## src/rtl/regfile_wb_arbiter.sv

```systemverilog
// Writeback arbiter for the RegisterFile write port: round-robin between ALU and load unit,
// registered write toward the RegisterFile, and a per-register busy scoreboard.
module regfile_wb_arbiter #(
    parameter int XLEN = 64,
    parameter int NREG = 32,
    parameter int AW   = 5,
    parameter int CNTW = 16
) (
    input  logic            clk,
    input  logic            rst_n,
    input  logic            alu_valid,
    output logic            alu_ready,
    input  logic [AW-1:0]   alu_rd,
    input  logic [XLEN-1:0] alu_wd,
    input  logic            mem_valid,
    output logic            mem_ready,
    input  logic [AW-1:0]   mem_rd,
    input  logic [XLEN-1:0] mem_wd,
    input  logic            iss_valid,
    input  logic [AW-1:0]   iss_rd,
    output logic            rf_we,
    output logic [AW-1:0]   rf_rd,
    output logic [XLEN-1:0] rf_wd,
    output logic [NREG-1:0] busy,
    output logic [CNTW-1:0] conflict_cnt
);

    typedef enum logic {
        PRI_ALU,
        PRI_MEM
    } pri_t;

    pri_t            pri_q;
    pri_t            pri_d;
    logic            alu_gnt;
    logic            mem_gnt;
    logic [NREG-1:0] busy_d;

    always_ff @(posedge clk or negedge rst_n) begin
        if (!rst_n) begin
            pri_q <= PRI_ALU;
        end else begin
            pri_q <= pri_d;
        end
    end

    // Grants depend only on valids and the pointer, so ready never rises without valid.
    always_comb begin
        alu_gnt = 1'b0;
        mem_gnt = 1'b0;
        pri_d   = pri_q;
        if (alu_valid && (!mem_valid || pri_q == PRI_ALU)) begin
            alu_gnt = 1'b1;
            pri_d   = PRI_MEM;
        end else if (mem_valid) begin
            mem_gnt = 1'b1;
            pri_d   = PRI_ALU;
        end
    end

    assign alu_ready = alu_gnt;
    assign mem_ready = mem_gnt;

    always_ff @(posedge clk or negedge rst_n) begin
        if (!rst_n) begin
            rf_we <= 1'b0;
            rf_rd <= '0;
            rf_wd <= '0;
        end else if (alu_gnt) begin
            rf_we <= (alu_rd != '0);
            rf_rd <= alu_rd;
            rf_wd <= alu_wd;
        end else if (mem_gnt) begin
            rf_we <= (mem_rd != '0);
            rf_rd <= mem_rd;
            rf_wd <= mem_wd;
        end else begin
            rf_we <= 1'b0;
        end
    end

    // Clear on the commit edge, then set, so a newer producer keeps the register busy.
    always_comb begin
        busy_d = busy;
        if (rf_we) begin
            busy_d[rf_rd] = 1'b0;
        end
        if (iss_valid) begin
            busy_d[iss_rd] = 1'b1;
        end
        busy_d[0] = 1'b0;
    end

    always_ff @(posedge clk or negedge rst_n) begin
        if (!rst_n) begin
            busy <= '0;
        end else begin
            busy <= busy_d;
        end
    end

    always_ff @(posedge clk or negedge rst_n) begin
        if (!rst_n) begin
            conflict_cnt <= '0;
        end else if (alu_valid && mem_valid && conflict_cnt != '1) begin
            conflict_cnt <= conflict_cnt + 1'b1;
        end
    end

endmodule

```

## config.mk

```make
export PLATFORM = sky130hd
export DESIGN_NAME = regfile_wb_arbiter
export DESIGN_NICKNAME = d
export VERILOG_FILES = /design/src/rtl/regfile_wb_arbiter.sv
export SDC_FILE = /design/constraint.sdc
export NUM_CORES = 1
export LEC_CHECK = 0
export CAP_MARGIN = 0
export CELL_PAD_IN_SITES_DETAIL_PLACEMENT = 1
export CELL_PAD_IN_SITES_GLOBAL_PLACEMENT = 1
export CORE_MARGIN = 3
export CORE_UTILIZATION = 30
export DETAILED_ROUTE_END_ITERATION = 8
export PLACE_DENSITY = 0.86
export SLEW_MARGIN = 15
export SYNTH_ARGS = -nofsm -noshare
export SYNTH_HDL_FRONTEND = slang
export SYNTH_SLANG_ARGS = --single-unit
```

## constraint.sdc

```tcl
create_clock -name clk -period 2 [get_ports clk]
set_clock_uncertainty 0.15 [all_clocks]
set_input_delay 0.2 -clock clk [delete_from_list [all_inputs] [get_ports clk]]
set_output_delay 0.2 -clock clk [all_outputs]
set_load 0.1 [all_outputs]
```

Word level (Yosys, flattened, before mapping). Index checks and enable logic that the tools add are counted.

Bits in writable memories: 0. Logic and storage cells: 44. Latch bits: 0. Output and inout port bits: 120. Bits in registers: 118. Memories: 0. Input port bits: 148. ROM bits: 0.

$mul: 0. Magnitude comparators: 4. Multiplexer cells: 17. Add/sub/neg operators: 1. Bitwise gates (word level): 4. Shifts and indexed selects: 0. Reduce and logical (&&, ||, !) cells: 11. Equality and inequality tests: 1. Divide/modulo/power cells: 0.

Operators with widths (count): $mux 64 (2); $mux 32 (2); $and 32x32->32 (1); $not 32->32 (1); $or 32x32->32 (1); $add 16x1->16 const B (1); $ne 16x16->1 const B (1); $lt 5x6->1 const B (2); $demux 1 s5 (2); $ge 5x1->1 const B (2); $mux 5 (2); $reduce_bool 5->1 (2); $mux 1 (9); $logic_and 1x1->1 (5); $reduce_bool 2->1 (2); $logic_not 1->1 (1); $logic_or 1x1->1 (1); $not 1->1 (1).

Logic depth before layout (Yosys ltp).
Word-level depth: 9. Depth in mapped cells: 6.

Worst setup path after synthesis. No wires, ideal clock.

Path kind: flip-flop to flip-flop. Start point: reg conflict_cnt[0]. End point: reg conflict_cnt[3]. Buffers on the path: 1. Arrival: 2.280 ns. Cell stages (with the launch flop): 7. Path slack: -0.596 ns. Path through: dfrtp_1 ha_1 nand3_1 nor4_4 buf_2 nor3_1 xor2_1.

Longest elaborated chain between the ends: 2. Elaborated cells on any way between the ends: 3. Those cells by class: add/sub: 1; eq/ne: 1; reduce/logical: 1.

Ends and longest elaborated chain: start, declared (RTL line 25) `output logic [CNTW-1:0] conflict_cnt`; start signal, assigned (RTL line 106) `conflict_cnt <= conflict_cnt + 1'b1;`; parallel branches: the longest is 2 deep, another holds $add 16x1->16.

Parallel ways; which one is timed is not known. A chain may end at the register's enable or synchronous reset.

Worst setup path in the final report.
Start point: reg conflict_cnt[0]. End point: reg conflict_cnt[5].

The elaborated chain is that of the path after synthesis.

==> metrics.md <==
| Metric | Value |
|---|---|
| Row cnt | `48` |
| RR Endpoint | `conflict_cnt[5]` |
| Critical path's largest stage delay | `0.50 ns` |
| Worst Hold Class | `in2async` |
| Initial antenna violation count | `0` |
| CP Capture Type | `flop` |
| Synthesized instance count | `508` |
| Top Ports | `268` |
| Cell Pwr Density | `1440 mW/mm²` |
| Max Freq | `0.532 GHz` |
| Worst reg2reg setup slack | `0.12 ns` |
| TritonCTS buffer count | `17` |
| Die area | `0.0194 mm²` |
| Startpoint class of the critical path | `flop` |
| Clock power frac | `0.218` |
| Place WS | `0.0464 ns` |
| Area of the multi-input gates | `0.00229 mm²` |
| Die W | `139 µm` |
| Vias in the first global route | `5426` |
| Clock slew at reported path FFs | `0.06 ns` |
| Setup_tns | `0 ns` |
| Clock sinks | `118` |
| NumNets Final | `933` |
| CTS tree | `done` |
| P&R area growth vs syn | `64.6%` |
| Core Region | `0.0174 mm²` |
| DRT antenna net count | `0` |
| Slew Limit Fails | `0` |
| VDD IR-drop max | `1440 µV` |
| Reg power frac | `0.272` |
| Chip height | `139 µm` |
| Leakage power | `3.85 nW` |
| Final setup violation count | `0` |
| WL/cell | `18.7 µm` |
| GPL Wtd Cong | `0.795` |
| Crit Path Class | `reg2reg` |
| Outcome | `finished clean` |
| Initial Utilization | `0.307` |
| Remaining global-route overflow | `0` |
| Number of flops mapped to enable cells by yosys | `0` |
| CP max stage cell | `dfrtp_4` |
| Synth warn | `0` |
| Worst-case reg-to-reg path depth | `6` |
| Area contributors post-synth | `dfrtp_1, mux2i_1, o21ai_0` |
| # fillers | `1888` |
| Critical path arrival | `2.05 ns` |
| Iter 0 DRT Violations | `192` |
| Layout cell share with drive strength beyond 1 | `0.258` |
| Top cell type's share of synthesized area | `0.554` |
| Skew-Pair Late Insertion Delay | `0.42 ns` |
| Ant diodes | `0` |
| Cell taking the most area after synthesis | `dfrtp_1` |
| Setup slack after layout | `0.120 ns` |
| Post-DP HPWL | `14300 µm` |
| Reg area | `0.00300 mm²` |
| MaxCap Viol Count | `0` |
| Tot GR Track Use | `0.199` |
| First-pass GRT wire length | `30700 µm` |
| Post-Syn Nets | `657` |
| Synthesized area | `0.00533 mm²` |
| Count of state elements after synthesis | `118` |
| Synth unique cells | `33` |
| Mean Syn Cell Area | `10.5 µm²` |
| Min cycle time layout | `1.88 ns` |
| Ys flop type | `dfrtp_1` |
| Final hold vios | `0` |
| Ys async rst share | `1.00` |
| Fin crit share | `0.940` |
| Logic pwr share | `0.510` |
| Critical Path End | `conflict_cnt[5]` |
| Root Driver | `clkbuf_16` |
| Drt first pass iters | `4` |
| Total Routed Length | `19100 µm` |
| Net load switching power | `0.00672 W` |
| Pint | `0.00594 W` |
| Largest net degree at the start of global routing | `63` |
| DR vias | `5033` |
| Critical path, cell by cell | `ha_1 -> nand3_1 -> nor4_4 -> buf_4 -> nor4_2 -> xor2_1` |
| Worst hold slack | `0.0566 ns` |
| # placed instances | `988` |
| Post-synth top cells | `o21ai_0, dfrtp_1, nand2_1, mux2i_1, xor2_1` |
| Worst Setup SP | `conflict_cnt[0]` |
| PnR Total Power | `0.0127 W` |
| DR vias/cell | `4.92` |
| R2R Path Start | `conflict_cnt[0]` |
| Count leader, synth | `o21ai_0` |
| Number of remaining DRC errors | `0` |
| Net Sw Frac | `0.530` |
| Crit-path max FO | `6` |
| Seq/Total Area, Yosys | `0.554` |
| Worst EP required | `2.17 ns` |
| Fin cells | `1022` |
| Clk buf depth | `2` |
| Port bufs | `266` |
| CTS H-tree depth | `4` |
[metal layers]
metal / vias to the layer above / global-route usage / wire length, µm
li1: 2356 / - / -
met1: 2452 / 0.253 / 8010
met2: 191 / 0.332 / 9610
met3: 34 / 0.0464 / 1030
met4: 0 / 0.0716 / 482
met5: - / 0 / 0
[metrics by stage]
stage	util	cell area [µm²]
after global routing	0.505	8770
final	0.505	8770
after CTS	0.504	8750
after global placement	0.472	8190
after floorplan	-	5380
after detailed placement	0.472	8190
[worst max-delay path, delay by kind of cell (launching register included)]
family / cells / cell delay [ns]
buffers and inverters: 1 / 0.17
XOR/XNOR: 1 / 0.20
flip-flops: 1 / 0.50
AND/OR/NAND/NOR: 3 / 0.52
adder cells (fa/ha/maj): 1 / 0.25
[final cells by class]
class	instances	share of cell area
clock buffer	17	0.0485
clock inverter	15	0.0123
inverter	1	0.000428
multi-input combinational	360	0.261
sequential	118	0.342
tap	225	0.0321
timing repair buffer	286	0.304
[flip-flops by register name, summed over array words and instances (netlist names)]
register and cells:
conflict_cnt 16, rf_we 1, pri_q 1, busy 31, rf_wd 64, rf_rd 5
[cell families (layout without fill, tap and decap cells)]
family | after synthesis | after routing | share of synthesized area
AO/OA/AOI/OAI | 136 | 136 | 0.128
XOR/XNOR | 15 | 15 | 0.0247
adder cells (fa/ha/maj) | 1 | 1 | 0.00235
buffers and inverters | 30 | 319 | 0.0240
flip-flops | 118 | 118 | 0.554
multiplexers | 70 | 70 | 0.132
other | 1 | 1 | 0.000704
AND/OR/NAND/NOR | 137 | 137 | 0.134
[power by group through the flow]
stage                     clock [W]  sequential [W]  combinational (W)
after global placement            0         0.00345            0.00638
final                       0.00276         0.00345            0.00645
after floorplan                   0         0.00744           0.000704
after global routing        0.00295         0.00353            0.00668
after CTS                   0.00284         0.00345            0.00650
after detailed placement          0         0.00347            0.00649
[worst min-delay path by stage]
stage | end | slack (ns) | depth (start not counted)
2_1_floorplan | busy[10] | -0.25 | 0
3_3_place_gp | rf_wd[39] | -0.06 | 1
3_5_place_dp | rf_wd[42] | -0.05 | 1
4_1_cts | rf_wd[46] | 0.05 | 2
5_1_grt | rf_wd[33] | 0.07 | 2
6_report | rf_wd[33] | 0.06 | 2
[timing repair]
item                                   in CTS  in global routing
endpoints found under the hold margin     119                  0
resized for setup                           0                  3
setup endpoints to repair                   0                  2
hold buffers                                2                  0
setup buffers                               0                  0
[placed cells by master, fill, tap and decap left out, types with 2 or more instances in the layout]
master	netlist	final
nor4_1	5	3
xor2_1	15	15
clkbuf_16	0	17
nand3_1	8	8
or4_1	2	2
buf_4	1	127
nand2_1	78	78
clkinvlp_4	0	7
nor4_4	1	2
nor3b_1	2	2
clkinv_2	0	4
nor3_1	4	4
nand3b_1	10	10
dfrtp_1	118	99
buf_12	0	12
clkdlybuf4s50_1	0	145
dfrtp_4	0	9
or3b_2	5	5
nor3_2	2	2
dlygate4sd3_1	0	2
o21ai_0	134	134
mux2i_1	69	69
nand4_1	6	6
dfrtp_2	0	10
inv_6	0	3
nor2_1	6	6
or3_1	2	2
No activity file was read; power rests on OpenSTA's default activity.
